--- config.mk ---
export PLATFORM = sky130hd
export DESIGN_NAME = cordic_engine
export DESIGN_NICKNAME = d
export VERILOG_FILES = /design/src/rtl/cordic_engine.sv
export SDC_FILE = /design/constraint.sdc
export NUM_CORES = 1
export LEC_CHECK = 0
export CAP_MARGIN = 0
export CORE_MARGIN = 3
export CORE_UTILIZATION = 46
export DETAILED_ROUTE_END_ITERATION = 10
export GPL_TIMING_DRIVEN = 0
export PLACE_DENSITY = 0.69
export SETUP_SLACK_MARGIN = 0.4
export SLEW_MARGIN = 20
export SYNTH_ARGS = -nofsm -noshare
export SYNTH_HDL_FRONTEND = slang
export SYNTH_SLANG_ARGS = --single-unit
--- constraint.sdc ---
create_clock -name clk -period 8.22 [get_ports clk]
set_input_delay 0.822 -clock clk [delete_from_list [all_inputs] [get_ports clk]]
set_output_delay 0.822 -clock clk [all_outputs]
set_load 0.02 [all_outputs]
--- src/rtl/cordic_engine.sv ---
// Iterative handshaked CORDIC engine: circular, linear and hyperbolic modes.
// Build option CORDIC_HYPERBOLIC_EN enables hyperbolic mode (atanh LUT, repeats).

module cordic_engine #(
    parameter int p_WIDTH      = 16,
    parameter int p_ITERATIONS = 14,
    parameter int p_ANGLE_FRAC = p_WIDTH - 3
) (
    input  logic               clk,
    input  logic               rstN,
    input  logic               inValid,
    output logic               inReady,
    input  logic [1:0]         inMode,
    input  logic               inVectoring,
    input  logic [p_WIDTH-1:0] inX,
    input  logic [p_WIDTH-1:0] inY,
    input  logic [p_WIDTH-1:0] inZ,
    output logic               outValid,
    input  logic               outReady,
    output logic [p_WIDTH-1:0] outX,
    output logic [p_WIDTH-1:0] outY,
    output logic [p_WIDTH-1:0] outZ,
    output logic [2:0]         outOverflow,
    output logic               outError,
    output logic               busy
);

    localparam int c_IW     = $clog2(p_ITERATIONS + 2);
    localparam int c_SW     = $clog2(p_ITERATIONS + 3);
    localparam int c_LUT    = 1 << c_IW;
    localparam int c_G      = 56;
    localparam int c_HSTEPS = p_ITERATIONS + ((p_ITERATIONS >= 4) ? 1 : 0)
                            + ((p_ITERATIONS >= 13) ? 1 : 0);

    // kind 0: atan, 1: atanh, 2: 2^-i; series evaluated with 56 fraction bits
    function automatic logic [p_WIDTH-1:0] lut_val(input int kind, input int idx);
        longint v;
        longint t;
        longint p;
        int     e;
        v = 0;
        if (kind == 2) begin
            v = 64'sd1 <<< (c_G - idx);
        end else if (kind == 0 && idx == 0) begin
            v = 64'sd3373259426 <<< (c_G - 32);
        end else if (idx > 0) begin
            for (int k = 0; k < 32; k++) begin
                e = c_G - idx * (2 * k + 1);
                if (e >= 0) begin
                    t = (64'sd1 <<< e) / longint'(2 * k + 1);
                    if (kind == 0 && k[0]) v = v - t;
                    else v = v + t;
                end
            end
        end
        p = (v + (64'sd1 <<< (c_G - p_ANGLE_FRAC - 1))) >>> (c_G - p_ANGLE_FRAC);
        return p_WIDTH'(p);
    endfunction

    logic [p_WIDTH-1:0] w_atan [c_LUT];
    logic [p_WIDTH-1:0] w_lin  [c_LUT];

    for (genvar g = 0; g < c_LUT; g++) begin : g_lut
        localparam logic [p_WIDTH-1:0] c_A = (g <= p_ITERATIONS) ? lut_val(0, g) : '0;
        localparam logic [p_WIDTH-1:0] c_L = (g <= p_ITERATIONS) ? lut_val(2, g) : '0;
        assign w_atan[g] = c_A;
        assign w_lin[g]  = c_L;
    end

    typedef enum logic [1:0] {S_IDLE, S_RUN, S_DONE} state_t;

    state_t                    r_state, w_next;
    logic signed [p_WIDTH-1:0] r_x, r_y, r_z;
    logic [1:0]                r_mode;
    logic                      r_vec;
    logic [2:0]                r_ovf;
    logic                      r_err;
    logic [c_SW-1:0]           r_step;
    logic [c_IW-1:0]           r_i;

    logic                      w_legal, w_d, w_last, w_hold;
    logic [c_SW-1:0]           w_lastStep;
    logic signed [p_WIDTH-1:0] w_xs, w_ys, w_dx, w_dy, w_dz, w_nx, w_ny, w_nz;
    logic                      w_ovx, w_ovy, w_ovz;

`ifdef CORDIC_HYPERBOLIC_EN
    logic [p_WIDTH-1:0] w_atanh [c_LUT];
    logic               r_rep;

    for (genvar g = 0; g < c_LUT; g++) begin : g_hlut
        localparam logic [p_WIDTH-1:0] c_H =
            (g >= 1 && g <= p_ITERATIONS) ? lut_val(1, g) : '0;
        assign w_atanh[g] = c_H;
    end

    assign w_legal = (inMode != 2'b11);
    // indices 4 and 13 run twice; r_rep marks the second pass
    assign w_hold  = (r_mode == 2'b01) && !r_rep &&
                     ((p_ITERATIONS >= 4 && r_i == c_IW'(4)) ||
                      (p_ITERATIONS >= 13 && r_i == c_IW'(13)));

    always_ff @(posedge clk or negedge rstN) begin
        if (!rstN) r_rep <= 1'b0;
        else if (r_state == S_RUN) r_rep <= w_hold;
        else r_rep <= 1'b0;
    end
`else
    assign w_legal = (inMode == 2'b00) || (inMode == 2'b10);
    assign w_hold  = 1'b0;
`endif

    assign w_xs       = r_x >>> r_i;
    assign w_ys       = r_y >>> r_i;
    assign w_d        = r_vec ? r_y[p_WIDTH-1] : ~r_z[p_WIDTH-1];
    assign w_lastStep = (r_mode == 2'b01) ? c_SW'(c_HSTEPS - 1)
                                          : c_SW'(p_ITERATIONS - 1);
    assign w_last     = (r_step == w_lastStep);

    always_comb begin
        w_dx = '0;
        w_dy = '0;
        w_dz = '0;
        case (r_mode)
            2'b00: begin
                w_dx = w_d ? -w_ys : w_ys;
                w_dy = w_d ? w_xs : -w_xs;
                w_dz = w_d ? -w_atan[r_i] : w_atan[r_i];
            end
            2'b10: begin
                w_dy = w_d ? w_xs : -w_xs;
                w_dz = w_d ? -w_lin[r_i] : w_lin[r_i];
            end
`ifdef CORDIC_HYPERBOLIC_EN
            2'b01: begin
                w_dx = w_d ? w_ys : -w_ys;
                w_dy = w_d ? w_xs : -w_xs;
                w_dz = w_d ? -w_atanh[r_i] : w_atanh[r_i];
            end
`endif
            default: ;
        endcase
    end

    assign w_nx  = r_x + w_dx;
    assign w_ny  = r_y + w_dy;
    assign w_nz  = r_z + w_dz;
    assign w_ovx = (r_x[p_WIDTH-1] == w_dx[p_WIDTH-1]) && (w_nx[p_WIDTH-1] != r_x[p_WIDTH-1]);
    assign w_ovy = (r_y[p_WIDTH-1] == w_dy[p_WIDTH-1]) && (w_ny[p_WIDTH-1] != r_y[p_WIDTH-1]);
    assign w_ovz = (r_z[p_WIDTH-1] == w_dz[p_WIDTH-1]) && (w_nz[p_WIDTH-1] != r_z[p_WIDTH-1]);

    always_ff @(posedge clk or negedge rstN) begin
        if (!rstN) r_state <= S_IDLE;
        else r_state <= w_next;
    end

    always_comb begin
        w_next = r_state;
        case (r_state)
            S_IDLE:  if (inValid) w_next = w_legal ? S_RUN : S_DONE;
            S_RUN:   if (w_last) w_next = S_DONE;
            S_DONE:  if (outReady) w_next = S_IDLE;
            default: w_next = S_IDLE;
        endcase
    end

    always_ff @(posedge clk or negedge rstN) begin
        if (!rstN) begin
            r_x    <= '0;
            r_y    <= '0;
            r_z    <= '0;
            r_mode <= '0;
            r_vec  <= 1'b0;
            r_ovf  <= '0;
            r_err  <= 1'b0;
            r_step <= '0;
            r_i    <= '0;
        end else begin
            case (r_state)
                S_IDLE: if (inValid) begin
                    r_x    <= inX;
                    r_y    <= inY;
                    r_z    <= inZ;
                    r_mode <= inMode;
                    r_vec  <= inVectoring;
                    r_ovf  <= '0;
                    r_err  <= ~w_legal;
                    r_step <= '0;
                    r_i    <= (inMode == 2'b01) ? c_IW'(1) : '0;
                end
                S_RUN: begin
                    r_x    <= w_nx;
                    r_y    <= w_ny;
                    r_z    <= w_nz;
                    r_ovf  <= r_ovf | {w_ovz, w_ovy, w_ovx};
                    r_step <= r_step + 1'b1;
                    if (!w_hold) r_i <= r_i + 1'b1;
                end
                default: ;
            endcase
        end
    end

    assign inReady     = rstN && (r_state == S_IDLE);
    assign outValid    = (r_state == S_DONE);
    assign busy        = (r_state != S_IDLE);
    assign outX        = r_x;
    assign outY        = r_y;
    assign outZ        = r_z;
    assign outOverflow = r_ovf;
    assign outError    = r_err;

endmodule

# [After elaboration in Yosys (flattened, before gate mapping)]
# Memory sizes are Yosys's and may differ from the RTL's.
# Cells that the tools add are included.
[classes] n_eq_ne=16 n_addsub=9 shifts=2 muxes=31 bitwise=4 magnitude_cmp=1 n_reduce_logical=14
[ops] op="two-way mux 16 bit" n=13
[ops] op="one-hot mux 16 bit (2 select lines)" n=4
[ops] op="negation 16 bit" n=4
[ops] op="adder 16 bit" n=3
[ops] op=">>> shifter 16 x 4 -> 16 bit" n=2
[ops] op="two-way mux 2 bit" n=5
[ops] op="one-hot mux 5 bit (2 select lines)" n=1
[ops] op="one-hot mux 4 bit (2 select lines)" n=1
[ops] op="== test 2 x 1 -> 1 bit (second input constant)" n=3
[ops] op="== test 2 bit (second input constant)" n=3
[ops] op="logical NOT 2 bit" n=3
[ops] op="one-hot mux 2 bit (3 select lines)" n=1
[ops] op="one-hot mux 3 bit (2 select lines)" n=1
[ops] op="adder 5 x 1 -> 5 bit (second input constant)" n=1
[ops] op="== test 5 x 4 -> 1 bit" n=1
[ops] op=">= comparator 5 bit (second input constant)" n=1
[ops] op="two-way mux 5 bit" n=1
[ops] op="inverter 4 -> 5 bit" n=1
[ops] op="adder 4 x 1 -> 4 bit (second input constant)" n=1
[ops] op="logical AND 1 bit" n=4
[ops] op="two-way mux 4 bit" n=1
[ops] op="!= test 2 bit (second input constant)" n=2
[ops] op="AND reduction 2 bit" n=2
[ops] op="nonzero test 2 bit" n=2
[ops] op="10 further kinds" n=16
[totals] out_inout_bits=55 memories=2 ff_bits=66 mem_bits_ro=512
[mem_list] name="(no name shown)" depth=16 word_bits=16 rd=1 rd_clocked_by_memory_dff=0 wr=0 line_no="131" source="w_dz = w_d ? -w_lin[r_i] : w_lin[r_i];"
[mem_list] name="(no name shown)" depth=16 word_bits=16 rd=1 rd_clocked_by_memory_dff=0 wr=0 line_no="127" source="w_dz = w_d ? -w_atan[r_i] : w_atan[r_i];"

# [Logic depth before layout (Yosys ltp)]
[logic_depth] depth_word=12 ltp_mapped=25

# [Worst setup path before layout]
# No wires, ideal clock.
[synth_timing] path_type="register -> register" start="register r_i[1]" end="register r_z[15] (netlist: outZ[15])" arrival_time_ns=4.522 stages_incl_launch_ff=26 n_path_buf=4 path_slack_ns=3.565 synth_period_minus_slack_ns=4.655 cell_sequence="dfrtp_1 -> buf_4 -> buf_6 -> buf_6 -> inv_1 -> ha_1 -> clkbuf_1 -> nand3_1 -> ha_1 -> nand2_1 -> o21ai_0 -> nand2_1 -> o21ai_0 -> nand2b_1 -> inv_1 -> ha_1 -> a21o_1 -> a21o_1 -> a2111oi_0 -> o211ai_1 -> nand2_1 -> o2111ai_1 -> a21oi_1 -> xnor2_1 -> xnor2_1 -> o21ai_0"
[synth_via] elab_chain_cells=9
[synth_lines] item="start, declared" line_no="79" source="logic [c_IW-1:0] r_i;"
[synth_lines] item="start signal, assigned" line_no="188" source="r_i <= (inMode == 2'b01) ? c_IW'(1) : '0;"
[synth_lines] item="start signal, assigned" line_no="196" source="if (!w_hold) r_i <= r_i + 1'b1;"
[synth_lines] item="inverter 4 -> 5 bit (not written as such) (*)" line_no="127, 131"
[synth_lines] item="memory (16 x 16 bit) (on tied branches)"
[synth_lines] item="two-way mux 16 bit (on tied branches) (2 in series)" line_no="131, 127"
[synth_lines] item="negation 16 bit (on tied branches)" line_no="131, 127"
[synth_lines] item="two-way mux 16 bit (on tied branches)" line_no="131, 127"
[synth_lines] item="one-hot mux 16 bit (2 select lines) (*)" line_no="123" source="case (r_mode)"
[synth_lines] item="adder 16 bit (*)" line_no="146" source="assign w_nz = r_z + w_dz;"
[synth_lines] item="one-hot mux 16 bit (2 select lines) (*)" line_no="178" source="case (r_state)"
[synth_lines] item="end signal, assigned" line_no="182" source="r_z <= inZ;"
[synth_lines] item="end signal, assigned" line_no="193" source="r_z <= w_nz;"
[synth_lines] item="end, declared" line_no="73" source="logic signed [p_WIDTH-1:0] r_x, r_y, r_z;"
# Mark *: on every way between the ends. The rest lies on a longest branch, timed or not. The select of a mux whose other input is x is not followed.
# A chain may end at the register's enable or synchronous reset.

# [Worst setup path after layout]
[layout_timing] start="register r_i[3]" end="register r_z[15] (netlist: outZ[15])"
# Same word-level chain as after synthesis.

==> results.md <==
- Worst min path class: input port to asynchronous set/reset pin
- Vias in the first global route: approximately 8400
- Reg2reg setup slack: between 1.5 and 2 ns
- Reg2Reg Launch Point: r_i[3]
- Layout cells sized above 1: 0.0669
- Met3 usage: 0.0707
- Htree depth: 3
- Synthesized area: ~8300 µm²
- Top_reg_cell synth: dfrtp_1
- Buf/Inv on CP: 6
- Worst R2R End: outZ[15]
- Count of state elements after synthesis: 66
- Antenna violations before repair: 0
- Total negative setup slack: 0 ns
- Die footprint: slightly below 20000 µm²
- Ys Warns: 0
- Worst path max stage delay: 0.85 ns
- Grt peak-use layer: met1
- Final instance area: 10000 µm²
- CP max FO: 10
- Post-layout minimum cycle time: about 6.6 ns
- Total wire length: 33000 µm
- Synth-to-layout area growth: 20.2%
- Post-synth EDFFs: 0
- RD Place Congestion: 1.03
- Post-synthesis instance total: 1070
- Maximum clock rate: 151 MHz
- Iter 0 DRT Violations: 1073
- Critical path class: register to register
- Critical Path Source Type: register
- Worst r2r path cells: 20
- Worst Setup SP: r_i[3]
- Cts bufs inserted: 9
- Final hold violations: 0
- Register Area: 1650 µm²
- Outcome: finished, final reports clean
- Post-DP Area: 9720 µm²
- Core area: about 18000 µm²
- Clock skew: 0.0170 ns
- Crit path cell chain: clkbuf_1 -> buf_1 -> buf_2 -> buf_2 -> buf_2 -> clkbuf_1 -> a21oi_1 -> a31oi_1 -> xor2_1 -> nor2_1 -> a211oi_1 -> ha_1 -> a2111oi_0 -> o211ai_1 -> nand2_1 -> o2111ai_1 -> a21oi_1 -> xnor2_1 -> xnor2_1 -> o21ai_0
- Worst EP arrival: 6.85 ns
- Layout Nets: 1308
- Antenna Nets Post-Route: 0
- GRT Overall Usage: 0.331
- Congestion Overflow GR: 0
- CTS Sinks: 66
- Die Span Y: about 140 µm
- Seq/Total Area, Yosys: 0.198
- Clk buf depth: 2
- # DRC: 0
- Met1 usage: 0.494
- Post-DR vias/cell: between 6 and 7
- CP endpoint kind: register
- Most frequent cells in the layout: nor2_1, nand2_1, clkdlybuf4s50_1
- Synth unique cells: 73
- First-pass GRT wire length: 50400 µm
- Levels on crit path: 20
- Final HPWL DP: 25300 µm
- Syn_area_per_cell: 7.78 µm²
- IO buf count: 109
- TritonCTS clock tree: built
- Period utilization: 0.808
- Post-CTS Resized: 0
- Crit path max-delay family: compound AO/OA/AOI/OAI gates
- Ports: 110
- Final Max Tran Viols: 0
- Multi-input gate area: 6230 µm²
- Pin count of the biggest net entering global routing: 39
- ANT cells: 0
- Die W: around 140 µm
- Normalized max-slew margin: 0.344
- Clk_lat worst skew: about 0.36 ns
- Asr flop ratio synth: 1.00
- CP required: 8.43 ns
- Fill cells: about 1700
- Initial Util: 0.475
- Unrepaired setup endpoints after global routing: no
- Crit path capture: outZ[15]
- Drt first pass iters: 8
- Worst Max-Slew Pin Slew: about 0.96 ns
- Reg clk slew, reported paths: roughly 0.080 ns
- Met2 Use GR: 0.479
- CP dominant cell by count: buf_2
- Setup violations, final: 0
- Wire per inst: 23.2 µm
- CTS hold repair buffers: 0
- CP max stage cell: a2111oi_0
- Maxcap violations: 0
- Root cell of the clock tree: clkbuf_16
- Synthesized Nets: 1187
- Most common cell after layout, fill and taps aside: nor2_1
- Routed vias: between 9000 and 10000
- Post-CTS Setup Bufs: 0
- Row cnt: between 40 and 50
## registers in the layout (all words and copies together) (netlist names)
name         flops
outX            16
outY            16
outZ            16
r_step           5
r_i              4
outOverflow      3
r_mode           2
r_state          2
outError         1
r_vec            1
## cell type report
| cell class | count | share of cell area |
|---|---|---|
| inverter | 31 | 0.0116 |
| clock buffer | 10 | 0.0239 |
| clock inverter | 6 | 0.00500 |
| sequential | 66 | 0.165 |
| tap | 225 | 0.0281 |
| multi-input combinational | 902 | 0.622 |
| timing repair buffer | 110 | 0.111 |
| buffer | 71 | 0.0331 |
## synth_stat cells, types with 8 or more instances
master	count	share of area
nor2_1	121	0.055
nand2_1	114	0.051
o21ai_0	85	0.051
a21oi_1	66	0.040
dfrtp_1	66	0.20
ha_1	59	0.089
clkbuf_1	51	0.023
a22oi_1	37	0.033
xor2_1	35	0.037
mux2i_1	34	0.041
xnor2_1	34	0.036
nor3_1	31	0.019
inv_1	29	0.013
nand3_1	26	0.016
mux4_2	23	0.062
a211oi_1	21	0.019
nor2b_1	19	0.014
nand2b_1	16	0.012
a31oi_1	15	0.011
o21a_1	14	0.013
a21o_1	13	0.012
o31ai_1	11	0.0099
mux2_2	10	0.014
o211ai_1	8	0.0072
o22ai_1	8	0.0060
or2_2	8	0.0060
## worst register-to-register path: cells and delay by family, from the launching register on
kind	cells	cell delay (ns)
buf+inv	6	2.41
compound gates	8	2.53
fa+ha+maj	1	0.37
flops	1	0.40
xor+xnor	3	0.56
simple gates	2	0.21
## through the flow
stage          std cells  hold slack, ns  utilization  worst slack, ns
6_report            1421           0.413        0.571             1.58
5_1_grt             1421           0.450        0.571             1.15
4_1_cts             1421           0.431        0.571             1.79
3_5_place_dp        1405           0.477        0.554             1.85
3_3_place_gp        1404           0.473        0.553             1.78
2_1_floorplan       1070           0.458            -             3.57
## per-layer routing
metal / vias up / part of all wire / routed length [µm]
met5: - / 0 / 0
met4: 0 / 0.029 / 951
met3: 65 / 0.095 / 3130
met2: 488 / 0.43 / 14200
met1: 4455 / 0.45 / 14700
li1: 4171 / - / -
## how the worst min path moves through the flow
stage,startpoint,endpoint,slack (ns)
after global placement,outError,outError,0.47
after global routing,rstN,r_i[3],0.45
after detailed placement,outError,outError,0.48
after floorplan,r_step[4],r_step[4],0.46
after CTS,rstN,r_i[3],0.43
final,rstN,r_i[3],0.41
## cells by family after synthesis
family / Yosys count / synth area share
AOI/OAI and AO/OA: 324 / 0.252
buffers and inverters: 102 / 0.0538
DFF: 66 / 0.198
muxes: 68 / 0.118
adders and majority gates: 62 / 0.0959
and+or+nand+nor: 379 / 0.209
xor gates and xnor gates: 69 / 0.0726
Power is left out: the tool's default activity adds up to more than one toggle a clock period on the data nets, which glitch-free logic cannot reach.
